$ cat config.mk
export PLATFORM = sky130hd
export DESIGN_NAME = updown_sweep_ctrl
export DESIGN_NICKNAME = d
export VERILOG_FILES = /design/src/rtl/updown_sweep_ctrl_pkg.sv /design/src/rtl/sweep_target_unit.sv /design/src/rtl/updown_sweep_ctrl.sv
export SDC_FILE = /design/constraint.sdc
export NUM_CORES = 1
export LEC_CHECK = 0
export ABC_AREA = 1
export ABC_CLOCK_PERIOD_IN_PS = 2880
export CORE_MARGIN = 1
export CORE_UTILIZATION = 52
export CTS_CLUSTER_SIZE = 16
export DETAILED_ROUTE_END_ITERATION = 16
export PLACE_DENSITY = 0.83
export REMOVE_ABC_BUFFERS = 1
export SKIP_LAST_GASP = 1
export SYNTH_ARGS = -nofsm -noshare
export SYNTH_HDL_FRONTEND = slang
export SYNTH_HIERARCHICAL = 1
export SYNTH_SLANG_ARGS = --single-unit
$ cat constraint.sdc
create_clock -name clk -period 2.88 [get_ports clk]
set_input_delay 0.576 -clock clk [delete_from_list [all_inputs] [get_ports clk]]
set_output_delay 0.576 -clock clk [all_outputs]
set_load 0.02 [all_outputs]
$ cat src/rtl/updown_sweep_ctrl_pkg.sv
`default_nettype none
// ============================================================================
// Module   : updown_sweep_ctrl_pkg
// Desc     : State encodings and direction constants for the sweep controller.
// Revision : 1.0
// ============================================================================
package updown_sweep_ctrl_pkg;

  typedef enum logic [2:0] {
    ST_IDLE = 3'd0,
    ST_LOAD = 3'd1,
    ST_RUN  = 3'd2,
    ST_TURN = 3'd3,
    ST_DONE = 3'd4
  } state_t;

  localparam logic c_DIR_UP   = 1'b1;
  localparam logic c_DIR_DOWN = 1'b0;

endpackage
`default_nettype wire

$ cat src/rtl/sweep_target_unit.sv
`default_nettype none
// ============================================================================
// Module   : sweep_target_unit
// Desc     : Holds the current leg target and direction, and flags arrival.
// Revision : 1.0
// ============================================================================
module sweep_target_unit
  import updown_sweep_ctrl_pkg::*;
#(
  parameter int WIDTH = 4
) (
  input  logic             clk,
  input  logic             rst,
  input  logic             i_load,
  input  logic             i_turn,
  input  logic [WIDTH-1:0] i_start,
  input  logic [WIDTH-1:0] i_stop,
  input  logic [WIDTH-1:0] i_value,
  output logic             o_dir,
  output logic             o_match
);

  logic [WIDTH-1:0] r_target;
  logic             r_dir;

  // Direction always points toward the target, so the counter never wraps.
  always_ff @(posedge clk or posedge rst) begin
    if (rst) begin
      r_target <= '0;
      r_dir    <= c_DIR_DOWN;
    end else if (i_load) begin
      r_target <= i_stop;
      r_dir    <= (i_stop >= i_start) ? c_DIR_UP : c_DIR_DOWN;
    end else if (i_turn) begin
      r_target <= i_start;
      r_dir    <= ~r_dir;
    end
  end

  assign o_dir   = r_dir;
  assign o_match = (i_value == r_target);

endmodule
`default_nettype wire

$ cat src/rtl/updown_sweep_ctrl.sv
`default_nettype none
// ============================================================================
// Module   : updown_sweep_ctrl
// Desc     : Command-driven sequencer sweeping an external up/down counter.
// Revision : 1.0
// ============================================================================
module updown_sweep_ctrl
  import updown_sweep_ctrl_pkg::*;
#(
  parameter int WIDTH = 4,
  parameter int REP_W = 4
) (
  input  logic             clk,
  input  logic             rst,
  input  logic             i_cmd_valid,
  output logic             o_cmd_ready,
  input  logic [WIDTH-1:0] i_cmd_start,
  input  logic [WIDTH-1:0] i_cmd_stop,
  input  logic             i_cmd_pingpong,
  input  logic [REP_W-1:0] i_cmd_reps,
  input  logic             i_abort,
  output logic             o_cnt_load,
  output logic [WIDTH-1:0] o_cnt_data,
  output logic             o_cnt_en,
  output logic             o_cnt_up,
  input  logic [WIDTH-1:0] i_cnt_value,
  output logic             o_busy,
  output logic             o_done,
  output logic             o_aborted,
  output logic [REP_W-1:0] o_reps_left
);

  state_t           r_state;
  state_t           w_next;
  logic [WIDTH-1:0] r_start;
  logic [WIDTH-1:0] r_stop;
  logic             r_pp;
  logic             r_ret;
  logic [REP_W-1:0] r_reps;
  logic             r_aborted;

  logic w_accept;
  logic w_abort;
  logic w_match;
  logic w_dir;
  logic w_to_turn;
  logic w_dec;

  sweep_target_unit #(.WIDTH(WIDTH)) u_target (
    .clk     (clk),
    .rst     (rst),
    .i_load  (r_state == ST_LOAD),
    .i_turn  (r_state == ST_TURN),
    .i_start (r_start),
    .i_stop  (r_stop),
    .i_value (i_cnt_value),
    .o_dir   (w_dir),
    .o_match (w_match)
  );

  assign w_accept  = i_cmd_valid & (r_state == ST_IDLE);
  assign w_abort   = i_abort & ((r_state == ST_LOAD) | (r_state == ST_RUN) | (r_state == ST_TURN));
  assign w_to_turn = r_pp & ~r_ret;
  assign w_dec     = (r_state == ST_RUN) & w_match & ~w_to_turn & (r_reps > REP_W'(1)) & ~w_abort;

  always_comb begin
    w_next   = r_state;
    o_cnt_en = 1'b0;
    o_cnt_up = 1'b0;
    case (r_state)
      ST_IDLE: if (w_accept) w_next = ST_LOAD;
      ST_LOAD: begin
        o_cnt_up = (r_stop >= r_start);
        w_next   = ST_RUN;
      end
      ST_RUN: begin
        o_cnt_up = w_dir;
        if (w_match) begin
          if (w_to_turn)                   w_next = ST_TURN;
          else if (r_reps > REP_W'(1))     w_next = ST_LOAD;
          else                             w_next = ST_DONE;
        end else begin
          o_cnt_en = 1'b1;
        end
      end
      ST_TURN: begin
        o_cnt_up = w_dir;
        w_next   = ST_RUN;
      end
      ST_DONE: w_next = ST_IDLE;
      default: w_next = ST_IDLE;
    endcase
    if (w_abort) begin
      w_next   = ST_DONE;
      o_cnt_en = 1'b0;
    end
  end

  always_ff @(posedge clk or posedge rst) begin
    if (rst) begin
      r_state   <= ST_IDLE;
      r_start   <= '0;
      r_stop    <= '0;
      r_pp      <= 1'b0;
      r_ret     <= 1'b0;
      r_reps    <= '0;
      r_aborted <= 1'b0;
    end else begin
      r_state <= w_next;
      if (w_accept) begin
        r_start <= i_cmd_start;
        r_stop  <= i_cmd_stop;
        r_pp    <= i_cmd_pingpong;
        r_reps  <= (i_cmd_reps == '0) ? REP_W'(1) : i_cmd_reps;
      end
      if (r_state == ST_LOAD) r_ret <= 1'b0;
      if (r_state == ST_TURN) r_ret <= 1'b1;
      if (w_dec) r_reps <= r_reps - REP_W'(1);
      if (w_abort)                    r_aborted <= 1'b1;
      else if (r_state == ST_DONE)    r_aborted <= 1'b0;
    end
  end

  assign o_cmd_ready = (r_state == ST_IDLE);
  assign o_busy      = (r_state != ST_IDLE);
  assign o_done      = (r_state == ST_DONE);
  assign o_aborted   = r_aborted;
  assign o_cnt_load  = (r_state == ST_LOAD);
  assign o_cnt_data  = (r_state == ST_LOAD) ? r_start : '0;
  assign o_reps_left = r_reps;

endmodule
`default_nettype wire

Yosys cells after proc, flatten, opt, wreduce, memory -nomap -nowiden
Index checks and enable logic that the tools add are counted.
{"block": "word_totals", "wordCells": 64, "ff_bits": 23, "out_inout_bits": 15}
{"block": "classes", "n_eq_ne": 7, "n_lt_le_gt_ge": 2, "n_bitwise": 13, "add_sub_neg": 1, "muxes": 23, "reduce_logical": 9}
{"cell": "4-bit two-way mux", "n": 6}
{"cell": "3-bit two-way mux", "n": 5}
{"cell": "1-bit two-way mux", "n": 10}
{"cell": "3-bit one-hot mux with 3 select lines", "n": 1}
{"cell": "1-bit bitwise AND", "n": 7}
{"cell": "3-bit by 2-bit equality test with 1-bit output, second input constant", "n": 2}
{"cell": "2-bit nonzero test", "n": 3}
{"cell": "4-bit equality test", "n": 1}
{"cell": "4-bit greater-or-equal comparator", "n": 1}
{"cell": "4-bit by 1-bit greater-than comparator with 1-bit output, second input constant", "n": 1}
{"cell": "4-bit logical NOT", "n": 1}
{"cell": "1-bit NOT", "n": 4}
{"cell": "2-bit OR reduction", "n": 2}
{"cell": "4-bit by 1-bit subtractor with 4-bit output, second input constant", "n": 1}
{"cell": "3-bit by 1-bit equality test with 1-bit output, second input constant", "n": 1}
{"cell": "3-bit equality test, second input constant", "n": 1}
{"cell": "3-bit logical NOT", "n": 1}
{"cell": "3-bit by 1-bit inequality test with 1-bit output, second input constant", "n": 1}
{"cell": "3-bit inequality test, second input constant", "n": 1}
{"cell": "3-bit nonzero test", "n": 1}
{"cell": "1-bit OR", "n": 2}
{"cell": "1-bit one-hot mux with 2 select lines", "n": 1}
{"cell": "2-bit AND reduction", "n": 1}

Depth between registers and ports, before layout
{"block": "depth", "ltp_word": 7, "mapped_depth": 10, "depth_no_buf": 10}

Modules after synthesis
The synthesis kept the hierarchy.
{"mod": "updown_sweep_ctrl", "seq_area_each_um2": 450.4, "cells_per_inst": 149, "n_inst": 1, "area_per_inst_um2": 1094.8}
{"mod": "sweep_target_unit", "seq_area_each_um2": 125.1, "cells_per_inst": 52, "n_inst": 1, "area_per_inst_um2": 384.1}

Worst setup path after synthesis
OpenSTA, ideal clock, no wires.
{"block": "synth_timing", "path_kind": "register to output", "startpoint": "register r_state[2]", "endpoint": "output port o_cnt_data[0]", "t_arrival_ns": 1.601, "slack_ns": 0.703, "t_required_ns": 2.304, "path_stages_with_launch": 6, "cell_sequence": "dfrtp_1 > inv_2 > nand2_1 > nor2_1 > inv_1 > nor2_1"}
{"block": "synth_between", "elab_chain_len": 2}
{"element": "start, declared", "line": "updown_sweep_ctrl.sv:33", "rtl": "state_t r_state;"}
{"element": "start signal, assigned", "line": "updown_sweep_ctrl.sv:109", "rtl": "r_state <= w_next;"}
{"element": "3-bit by 1-bit equality test with 1-bit output"}
{"element": "net o_cnt_load", "line": "updown_sweep_ctrl.sv:22", "rtl": "output logic o_cnt_load,"}
{"element": "4-bit two-way mux", "line": "updown_sweep_ctrl.sv:129", "rtl": "assign o_cnt_data = (r_state == ST_LOAD) ? r_start : '0;"}
{"element": "end, declared", "line": "updown_sweep_ctrl.sv:23", "rtl": "output logic [WIDTH-1:0] o_cnt_data,"}
The timed path passes the listed nets, and every way through them passes these cells.

Worst setup path in the final report
{"block": "layout_timing", "startpoint": "register r_stop[1]", "endpoint": "output port o_cnt_up"}
{"block": "layout_between", "elab_chain_len": 2}
{"element": "start, declared", "line": "updown_sweep_ctrl.sv:36", "rtl": "logic [WIDTH-1:0] r_stop;"}
{"element": "start signal, assigned", "line": "updown_sweep_ctrl.sv:112", "rtl": "r_stop <= i_cmd_stop;"}
{"element": "4-bit greater-or-equal comparator", "line": "updown_sweep_ctrl.sv:73", "rtl": "o_cnt_up = (r_stop >= r_start);"}
{"element": "1-bit one-hot mux with 2 select lines", "line": "updown_sweep_ctrl.sv:70", "rtl": "case (r_state)"}
{"element": "end, declared", "line": "updown_sweep_ctrl.sv:25", "rtl": "output logic o_cnt_up,"}
Every way passes these cells.

==> metrics.cfg <==
[clock_network]
path_clk_slew_ns = 0.14
clock_latency_ns = 0.31
hold_buffers = 0
cts_root_buf = clkbuf_4
cts_num_sinks = 23
postCtsSetupRepairBufs = 0
cts_buffers = 3
cts_resized = 0
cts_tree = built
htreeDepth = 1
ctsLongestPathBuffers = 2

[floorplanning]
rows = 18
die-area_mm2 = 0.00306
die_y_um = 55.3
core-area_mm2 = 0.00259
die-width_um = 55.3
start_util = 0.571
ios = 36

[worst_setup_path]
end_kind = primary output
cp_max_fo = 4
cp_slowest_cell = clkdlybuf4s50_1
crit_arrival_ns = 2.16
critPathBufInv = 2
cp_top_family = buffers and inverters
slowest_delay_ns = 0.59
crit_chain = ha_1 -> inv_1 -> o21bai_1 -> nand3_1 -> nand3_1 -> nand2_1 -> nand2_1 -> clkdlybuf4s50_1
startpoint_type = register
crit_required_ns = 2.30
path_class = reg -> out

[sta]
hold_viol_final = 0
fin_tns_setup_ns = 0
drv_slew = 0
hold_ws_ns = 0.473
layout_setup_ws_ns = 0.142
layout_worst_path_cycle_share = 0.951
max_freq_mhz = 365
finalCriticalPeriod_ns = 2.74
fin_skew_ns = 0.0121
worst_pin_slew_ns = 0.695
max-slew-margin-rel = 0.536
rsz0062_at_grt = no
setup_viol = 0

[run]
max_cap_viol_count = 0

[layout]
seq_area_um2 = 576
fill_cells = 233
mostFrequentLayoutCells = 67 x nand2_1, 35 x clkdlybuf4s50_1, 32 x inv_1
n_antenna_cell = 0
nets = 272
syn2layout_area_growth_pct = 28.1
multi_input_area_um2 = 769
layout_commonest_cell = nand2_1
drive_above_1_share = 0.0708

[pwr]
seqPwrFrac = 0.304
clockPowerShare = 0.078
pwr-share-comb = 0.618
switching_share = 0.476
power-per-cell-area_mw_per_mm2 = 1060
vdd_drop_max_mv = 0.867
leakagePower_nw = 0.966
p_sw_mw = 0.955
intPower_mw = 1.05

[placement]
gp_congestion = 0.833
post-place-ws_ns = 0.0366
dpl.hpwl_mm = 2.37
port-buffer-count = 35

[yosys]
seq_area_frac_synth = 0.389
syn_avg_cell_area_um2 = 7.36
postSynthCellCount = 201
synthTopCellsByArea = dfrtp_1 39%, nand2_1 17%, ha_1 8.5%
yosysTopAreaCell = dfrtp_1
ys_ff_latch = 23
synth_area_mm2 = 0.00148
yosysWarningCount = 6
synth_top_area_frac = 0.389
synth.distinct_cells = 24

[global_routing]
grt_first_pass_wirelength_mm = 5.21
grt_max_degree = 19
grt_usage = 0.208
grt_pass1_vias = 1263
antenna_found_initial = 0
overflow = 0

[routing]
ant_nets = 0
drc = 0
drtIter0Drc = 32
drtPass1Iterations = 4
num_vias = 1340
avgRoutedWirePerCell_um = 11.0
viasPerCell = 4.96
wirelength_mm = 2.97

[status]
status = finished, final reports clean

[worst_hold_path]
min_path_type = in -> async

-- flip-flops by register name, summed over array words and instances, names as in the netlist --
name,cells
u_target/r_target,4
r_state,3
o_reps_left,4
u_target/o_dir,1
o_aborted,1
r_pp,1
r_stop,4
r_ret,1
r_start,4
-- synthesized netlist by cell type --
library cell and number:
nor2_4 1, buf_6 1, o21ai_2 1, dfrtp_1 23, o21ai_0 8, nand4_1 1, o21bai_1 1, nor2_8 1
a21oi_1 4, nor3_1 1, nor2_1 16, xnor2_1 3, nor3b_2 1, nand2_2 2, inv_2 2, nand3_1 15
xor2_1 2, nor2_2 3, o21ai_1 1, o211ai_1 4, inv_1 32, nand2_4 1, ha_1 10, nand2_1 67
-- path summary, 6_finish.rpt --
check | start | end | slack [ns] | depth (start not counted)
max in group asynchronous | rst | r_ret | 1.74 | 2
min in group clk | r_pp | r_pp | 0.50 | 2
max reg2reg | r_state[2] | u_target/o_dir | 1.30 | 9
max | r_stop[1] | o_cnt_up | 0.14 | 8
min | rst | u_target/r_target[1] | 0.47 | 2
min reg2reg | r_pp | r_pp | 0.50 | 2
-- worst register-to-register path, stage by stage, from the launching register on --
cell and delay, ns:
dfrtp_1 0.42, inv_2 0.13, nand2_1 0.11, nor2_1 0.25
buf_4 0.20, inv_2 0.06, nor3b_2 0.17, nand2_1 0.07
nand2_1 0.05, nand2_1 0.04
-- area by class of cell --
type                    instances  area share
inverters                      34      0.0674
clock buffers                   4      0.0139
flip-flops and latches         23       0.304
repair buffers                 36       0.189
multi-input cells             143       0.406
well taps                      30      0.0198
-- metrics by stage --
stage / std cells / utilization / cell area [um^2] / power (mW)
after floorplan: 200 / - / 1470 / 1.45
after global placement: 266 / 0.719 / 1860 / 1.82
after detailed placement: 266 / 0.719 / 1860 / 1.86
after CTS: 270 / 0.729 / 1890 / 2.01
after global routing: 270 / 0.731 / 1890 / 2.22
final: 270 / 0.731 / 1890 / 2.01
-- layer usage --
layer  GRT usage  wire [um]  vias up
li1            -          -      705
met1       0.287       1530      601
met2       0.343       1310       32
met3      0.0304        112        2
met4      0.0536         17        0
met5           0          0        -
-- cells by family (layout without fill, tap and decap cells) --
| family | after synthesis | count (layout) | share of synthesized area |
|---|---|---|---|
| AO/OA/AOI/OAI | 19 | 19 | 0.0753 |
| XOR/XNOR | 5 | 5 | 0.0296 |
| flip-flops | 23 | 23 | 0.389 |
| adder cells (fa/ha/maj) | 10 | 10 | 0.0846 |
| AND/OR/NAND/NOR | 109 | 109 | 0.327 |
| buffers and inverters | 35 | 74 | 0.0939 |
-- power by group through the flow --
| stage | clock network [mW] | registers [mW] | logic (mW) |
|---|---|---|---|
| 3_5_place_dp | 0 | 0.617 | 1.24 |
| 4_1_cts | 0.157 | 0.609 | 1.25 |
| 6_report | 0.156 | 0.609 | 1.24 |
| 2_1_floorplan | 0 | 0.624 | 0.822 |
| 5_1_grt | 0.169 | 0.631 | 1.42 |
| 3_3_place_gp | 0 | 0.607 | 1.22 |
(Power assumes the default switching activity.)
